[config.mk]
export PLATFORM = sky130hd
export DESIGN_NAME = uut_perf_monitor
export DESIGN_NICKNAME = d
export VERILOG_FILES = /design/src/rtl/perf_mon_pkg.sv /design/src/rtl/perf_mon_record_mux.sv /design/src/rtl/uut_perf_monitor.sv
export SDC_FILE = /design/constraint.sdc
export NUM_CORES = 1
export LEC_CHECK = 0
export CAP_MARGIN = 20
export CORE_MARGIN = 8
export CORE_UTILIZATION = 54
export CTS_BUF_LIST = sky130_fd_sc_hd__clkbuf_8
export CTS_CLUSTER_DIAMETER = 40
export DETAILED_ROUTE_END_ITERATION = 8
export PLACE_DENSITY = 0.76
export SLEW_MARGIN = 10
export SYNTH_ARGS = -nofsm -noshare
export SYNTH_HDL_FRONTEND = slang
export SYNTH_HIERARCHICAL = 1
export SYNTH_SLANG_ARGS = --single-unit
[constraint.sdc]
create_clock -name clk -period 3.3 [get_ports clk]
set_clock_uncertainty 0.2 [all_clocks]
set_input_delay 0.99 -clock clk [delete_from_list [all_inputs] [get_ports clk]]
set_output_delay 0.99 -clock clk [all_outputs]
set_load 0.01 [all_outputs]
[src/rtl/perf_mon_pkg.sv]
// Shared types and constants for the UUT performance monitor.
// The PERF_MON_FINISH_SYNC_EN build option is handled in uut_perf_monitor.
package perf_mon_pkg;

  typedef enum logic [1:0] {
    IDLE = 2'd0,
    RUN  = 2'd1,
    DONE = 2'd2
  } state_e;

  localparam int          REC_LEN   = 12;
  localparam logic [7:0]  REC_MAGIC = 8'hA5;
  localparam int          IDX_W     = 4;
  localparam logic [IDX_W-1:0] LAST_IDX = 4'(REC_LEN - 1);

  localparam int ST_OK      = 0;
  localparam int ST_TIMEOUT = 1;
  localparam int ST_OVERRUN = 2;

  // Byte k of a 32-bit word, k=0 being the most significant byte.
  function automatic logic [7:0] msb_byte(input logic [31:0] w, input logic [1:0] k);
    logic [7:0] b;
    case (k)
      2'd0:    b = w[31:24];
      2'd1:    b = w[23:16];
      2'd2:    b = w[15:8];
      default: b = w[7:0];
    endcase
    return b;
  endfunction

endpackage

[src/rtl/perf_mon_record_mux.sv]
// Combinational selection of one byte of the 12-byte result record,
// including the running XOR checksum in the final byte.
module perf_mon_record_mux
  import perf_mon_pkg::*;
#(
  parameter int N_BLOCK_SIZE    = 32,
  parameter int SCLK_SPEED_SIZE = 4,
  parameter int CMD18_SIZE      = 1
) (
  input  logic [N_BLOCK_SIZE-1:0]    n_blocks,
  input  logic [SCLK_SPEED_SIZE-1:0] sclk_speed,
  input  logic [CMD18_SIZE-1:0]      cmd18,
  input  logic [7:0]                 status,
  input  logic [31:0]                cycles,
  input  logic [IDX_W-1:0]           index,
  output logic [7:0]                 rec_byte
);

  logic [31:0] nb_ext;
  logic [7:0]  cfg_byte;
  logic [7:0]  body [REC_LEN-1];
  logic [7:0]  csum;

  always_comb begin
    nb_ext = '0;
    nb_ext[N_BLOCK_SIZE-1:0] = n_blocks;
    cfg_byte = '0;
    cfg_byte[SCLK_SPEED_SIZE-1:0] = sclk_speed;
    cfg_byte[SCLK_SPEED_SIZE +: CMD18_SIZE] = cmd18;

    body[0]  = REC_MAGIC;
    body[1]  = msb_byte(nb_ext, 2'd0);
    body[2]  = msb_byte(nb_ext, 2'd1);
    body[3]  = msb_byte(nb_ext, 2'd2);
    body[4]  = msb_byte(nb_ext, 2'd3);
    body[5]  = cfg_byte;
    body[6]  = status;
    body[7]  = msb_byte(cycles, 2'd0);
    body[8]  = msb_byte(cycles, 2'd1);
    body[9]  = msb_byte(cycles, 2'd2);
    body[10] = msb_byte(cycles, 2'd3);

    csum = '0;
    for (int i = 0; i < REC_LEN - 1; i++) begin
      csum = csum ^ body[i];
    end

    // Indices past the record read as zero.
    rec_byte = 8'h00;
    if (index == LAST_IDX) begin
      rec_byte = csum;
    end else if (index < LAST_IDX) begin
      rec_byte = body[index];
    end
  end

endmodule

[src/rtl/uut_perf_monitor.sv]
// Times one UUT run (start edge to finish) and serialises a 12-byte result record.
// Build option PERF_MON_FINISH_SYNC_EN adds a 2-FF synchroniser on uut_finish.
//
//  state | meaning
//  IDLE  | waiting for a uut_start rising edge
//  RUN   | counting cycles until uut_finish or timeout
//  DONE  | record available, advanced by rd_next
module uut_perf_monitor
  import perf_mon_pkg::*;
#(
  parameter int          N_BLOCK_SIZE    = 32,
  parameter int          SCLK_SPEED_SIZE = 4,
  parameter int          CMD18_SIZE      = 1,
  parameter logic [31:0] TIMEOUT_CYCLES  = 32'hFFFF_FFFE
) (
  input  logic                       clk,
  input  logic                       rst,
  input  logic                       uut_start,
  input  logic                       uut_finish,
  input  logic [N_BLOCK_SIZE-1:0]    uut_n_blocks,
  input  logic [SCLK_SPEED_SIZE-1:0] uut_sclk_speed,
  input  logic [CMD18_SIZE-1:0]      uut_cmd18,
  output logic                       busy,
  output logic                       result_valid,
  output logic [7:0]                 rd_byte,
  output logic                       rd_last,
  input  logic                       rd_next
);

  state_e                     state_q, state_d;
  logic                       start_q;
  logic [31:0]                cycles_q, cycles_d;
  logic [IDX_W-1:0]           index_q, index_d;
  logic [2:0]                 st_q, st_d;
  logic [N_BLOCK_SIZE-1:0]    n_blocks_q, n_blocks_d;
  logic [SCLK_SPEED_SIZE-1:0] speed_q, speed_d;
  logic [CMD18_SIZE-1:0]      cmd18_q, cmd18_d;
  logic [7:0]                 rd_byte_q, rd_byte_d;
  logic                       rd_last_q, rd_last_d;
  logic                       rd_vld_q, rd_vld_d;

  logic       start_edge;
  logic       finish_s;
  logic       stay_done;
  logic [7:0] mux_byte;

`ifdef PERF_MON_FINISH_SYNC_EN
  logic [1:0] fin_sync_q, fin_sync_d;

  always_comb fin_sync_d = {fin_sync_q[0], uut_finish};

  always_ff @(posedge clk) begin
    if (rst) fin_sync_q <= '0;
    else     fin_sync_q <= fin_sync_d;
  end

  assign finish_s = fin_sync_q[1];
`else
  assign finish_s = uut_finish;
`endif

  assign start_edge = uut_start & ~start_q;

  always_comb begin
    state_d    = state_q;
    cycles_d   = cycles_q;
    index_d    = index_q;
    st_d       = st_q;
    n_blocks_d = n_blocks_q;
    speed_d    = speed_q;
    cmd18_d    = cmd18_q;

    case (state_q)
      IDLE: begin
        if (start_edge) begin
          state_d    = RUN;
          cycles_d   = '0;
          st_d       = '0;
          n_blocks_d = uut_n_blocks;
          speed_d    = uut_sclk_speed;
          cmd18_d    = uut_cmd18;
        end
      end
      RUN: begin
        if (finish_s) begin
          state_d      = DONE;
          index_d      = '0;
          st_d[ST_OK]  = 1'b1;
        end else if (cycles_q == TIMEOUT_CYCLES) begin
          state_d          = DONE;
          index_d          = '0;
          st_d[ST_TIMEOUT] = 1'b1;
        end else if (cycles_q != '1) begin
          cycles_d = cycles_q + 32'd1;
        end
      end
      DONE: begin
        if (start_edge) st_d[ST_OVERRUN] = 1'b1;
        // rd_vld_q is low in the first DONE cycle, so an early rd_next is dropped.
        if (rd_vld_q && rd_next) begin
          if (index_q == LAST_IDX) begin
            state_d = IDLE;
            index_d = '0;
          end else begin
            index_d = index_q + 4'd1;
          end
        end
      end
      default: state_d = IDLE;
    endcase
  end

  perf_mon_record_mux #(
    .N_BLOCK_SIZE    (N_BLOCK_SIZE),
    .SCLK_SPEED_SIZE (SCLK_SPEED_SIZE),
    .CMD18_SIZE      (CMD18_SIZE)
  ) u_record_mux (
    .n_blocks   (n_blocks_q),
    .sclk_speed (speed_q),
    .cmd18      (cmd18_q),
    .status     ({5'b0, st_q}),
    .cycles     (cycles_q),
    .index      (index_d),
    .rec_byte   (mux_byte)
  );

  // Output registers track index_d so each byte appears the cycle after its rd_next.
  always_comb begin
    stay_done = (state_q == DONE) && (state_d == DONE);
    rd_vld_d  = stay_done;
    rd_byte_d = stay_done ? mux_byte : 8'h00;
    rd_last_d = stay_done && (index_d == LAST_IDX);
  end

  always_ff @(posedge clk) begin
    if (rst) begin
      state_q    <= IDLE;
      start_q    <= 1'b0;
      cycles_q   <= '0;
      index_q    <= '0;
      st_q       <= '0;
      n_blocks_q <= '0;
      speed_q    <= '0;
      cmd18_q    <= '0;
      rd_byte_q  <= 8'h00;
      rd_last_q  <= 1'b0;
      rd_vld_q   <= 1'b0;
    end else begin
      state_q    <= state_d;
      start_q    <= uut_start;
      cycles_q   <= cycles_d;
      index_q    <= index_d;
      st_q       <= st_d;
      n_blocks_q <= n_blocks_d;
      speed_q    <= speed_d;
      cmd18_q    <= cmd18_d;
      rd_byte_q  <= rd_byte_d;
      rd_last_q  <= rd_last_d;
      rd_vld_q   <= rd_vld_d;
    end
  end

  assign busy         = (state_q == RUN);
  assign result_valid = rd_vld_q;
  assign rd_byte      = rd_byte_q;
  assign rd_last      = rd_last_q;

endmodule

==> reports/summary.txt <==
Status - finished, final reports clean
Sw Pwr - 0.000661 W
Post-Route M1 WL - 6.50 mm
Sequential-to-total area share from yosys stat - 0.342
Synthesized instance count - 613
Share of cells above drive strength 1 - 0.182
Vias in the first global route - 4894
Clock period minus worst slack - 3.20 ns
Antenna violations before repair - 0
Starting Density - 0.545
Row count - 36
1st-iter DRT viols - 283
Max Cap Viol - 0
DR pass1 iterations - 4
Sequential share of power - 0.479
Top Metal Used - met4
VDD IR max - 265 µV
Unrepaired setup endpoints after global routing - no
Vias per std cell - 5.50
Crit start category - primary input
Post-detail-place hpwl - 11.6 mm
Mapped cell area - 5210 µm²
Setup CP Type - in -> reg
Clock Latency Late Sink - 0.37 ns
Worst Hold Class - reg -> reg
Main flop type after synthesis - dfxtp_1
Flops & latches, synth - 89
Wire per inst - 16.7 µm
Nets - 798
Combinational power share - 0.161
Die area - 13000 µm²
Metal3 WL - 747 µm
Max-slew headroom - 0.604
Antenna diodes - 0
Tcrit/Tclk final - 0.971
Hold Violations, Final - 0
Critical path endpoint category - register
Multi-input logic area - 3310 µm²
# setup viols final - 0
Final max-slew violation count - 0
Chip width - 114 µm
CP max FO - 6
Clock buffer depth - 2
Die height - 114 µm
Ys Warns - 6
Post-synth EDFFs - 0
Num CTS Buffers - 9
Sequential Area - 1780 µm²
GR Overflow Total - 0
Fillers - 782
Vias - 4882
Buffers on Ports - 52
Ports - 53
Pwr dens - 356 nW/µm²
Clock power frac - 0.360
Library cells used by synthesis - 61
Post-route ant nets - 0
Area Overhead vs Synth - 30.0%
WP data arrival - 3.28 ns
Reg clk slew, reported paths - 0.10 ns
First-pass GRT wire length - 24.4 mm
H-tree depth - 3
Worst slew pin tran - 0.595 ns
WL met2 - 7.09 mm
Dpl ws - -0.784 ns
Net Sw Frac - 0.274
Final wirelength - 14.9 mm
Internal - 0.00175 W
Leak Pwr - 2.58 nW
Critical path required time - 3.37 ns
CTS root buf - clkbuf_8
Routability cong. - 0.933
Syn Area/Cell - 8.49 µm²
Async S/R FF share, synth - 0
Min setup slack post-route - 0.0964 ns
Core footprint - 9550 µm²
DR DRC count - 0
Post-Route Utilization - 0.709
Largest net degree at the start of global routing - 48
CTS tree - done
Overall fraction of global-route tracks in use - 0.236
Fmax - 0.312 GHz
Clk sink count - 89
[cell type report]
class	instances	area share
clock buffers	9	0.0183
clock inverters	7	0.0148
inverters	18	0.0104
multi-input cells	489	0.488
flip-flops and latches	89	0.263
well taps	133	0.0246
repair buffers	142	0.180
[timing repair]
action	in CTS	in global routing
hold buffers	0	0
resized for setup	8	7
gates cloned	0	0
setup endpoints to repair	8	9
pin swaps	0	2
buffers inserted	1	4
hold endpoints to repair	0	0
[through the flow]
stage                     power [W]  instance area (µm²)  hold WS, ns  TNS [ns]  cells
after CTS                   0.00241                 6710        0.296         0    883
after global routing        0.00250                 6770        0.325         0    887
after floorplan             0.00142                 5240        0.257         0    622
final                       0.00241                 6770        0.296         0    887
after global placement      0.00155                 6470        0.273     -4.76    866
after detailed placement    0.00156                 6470        0.281     -5.67    866
[cells in the final DEF (no fill, tap or decap), drive strengths merged, types with 3 or more instances in the layout]
cell type / n
xnor3: 8
xnor2: 57
clkdlybuf4s50: 51
a211oi: 3
nand2: 98
mux2: 6
nor2: 47
nor3: 9
or3: 8
conb: 10
nand3: 14
nor2b: 8
nor4: 3
a221o: 4
nand2b: 8
a21oi: 54
a31oi: 6
o211ai: 5
clkbuf: 10
ha: 7
o21ai: 18
mux2i: 19
nor3b: 3
mux4: 3
a32oi: 4
nand4: 14
and2: 10
dfxtp: 89
buf: 90
a221oi: 3
o2bb2ai: 10
xor2: 19
nor4b: 6
inv: 21
[flip-flops by register name (all words and copies together) (netlist names)]
name,cells
cycles_q,32
result_valid,1
rd_byte,8
speed_q,4
start_q,1
state_q,2
n_blocks_q,32
rd_last,1
cmd18_q,1
index_q,4
st_q,3
[worst max-delay path, cell delays in order]
cell	delay [ns]
clkdlybuf4s50_1	0.42
nand2b_1	0.18
a31oi_1	0.15
buf_4	0.18
a21oi_4	0.07
inv_2	0.13
buf_4	0.13
mux2_2	0.32
a221o_1	0.29
a32oi_1	0.18
o21ai_0	0.09
and2_1	0.14
[worst paths after layout]
path                                from                          end  slack (ns)  cells past startpoint
max                           uut_finish        rd_byte[6]$_SDFF_PP0_         0.1                     12
max reg2reg        state_q[1]$_SDFF_PP0_        rd_byte[0]$_SDFF_PP0_        0.15                     15
min          n_blocks_q[11]$_SDFFE_PP0P_  n_blocks_q[11]$_SDFFE_PP0P_        0.30                      2
min reg2reg  n_blocks_q[11]$_SDFFE_PP0P_  n_blocks_q[11]$_SDFFE_PP0P_        0.30                      2
[metal layers]
layer  track usage  vias to the layer above
met5             0                        -
met4         0.112                        0
met3        0.0396                       36
met2         0.401                      150
met1         0.285                     2302
li1              -                     2394
[logic make-up after synthesis]
family | Yosys count | share of synthesized area
AND/OR/NAND/NOR | 239 | 0.226
AO/OA/AOI/OAI | 121 | 0.150
flip-flops | 89 | 0.342
XOR/XNOR | 84 | 0.162
buffers and inverters | 44 | 0.0384
multiplexers | 28 | 0.0632
adder cells (fa/ha/maj) | 7 | 0.0168
other | 1 | 0.000720
[synthesized netlist by cell type, drive strengths merged (3+ instances only)]
master	count	area share
a32oi	4	0.0067
xnor2	57	0.096
a221oi	3	0.0050
o211ai	5	0.0072
and2	10	0.012
nand2	98	0.071
xnor3	8	0.035
mux2i	19	0.037
mux4	3	0.013
or3	8	0.010
o21ai	18	0.017
nor3	9	0.0087
clkbuf	16	0.012
buf	10	0.014
nor4b	6	0.013
o2bb2ai	10	0.017
inv	18	0.013
nor2	47	0.034
nor4	3	0.0036
a21oi	54	0.052
a221o	4	0.0077
a211oi	3	0.0053
nor2b	8	0.010
a31oi	6	0.0072
nand4	14	0.019
nand3	14	0.013
nor3b	3	0.0043
xor2	19	0.032
ha	7	0.017
nand2b	8	0.0096
dfxtp	89	0.34
mux2	6	0.014
[power by group through the flow]
stage	combinational (W)	sequential [W]	clock, W
after CTS	0.000388	0.00115	0.000873
after detailed placement	0.000384	0.00118	0
final	0.000388	0.00115	0.000868
after global placement	0.000374	0.00117	0
after floorplan	0.000261	0.00116	0
after global routing	0.000426	0.00116	0.000917
Power figures use the tool's default switching activity.
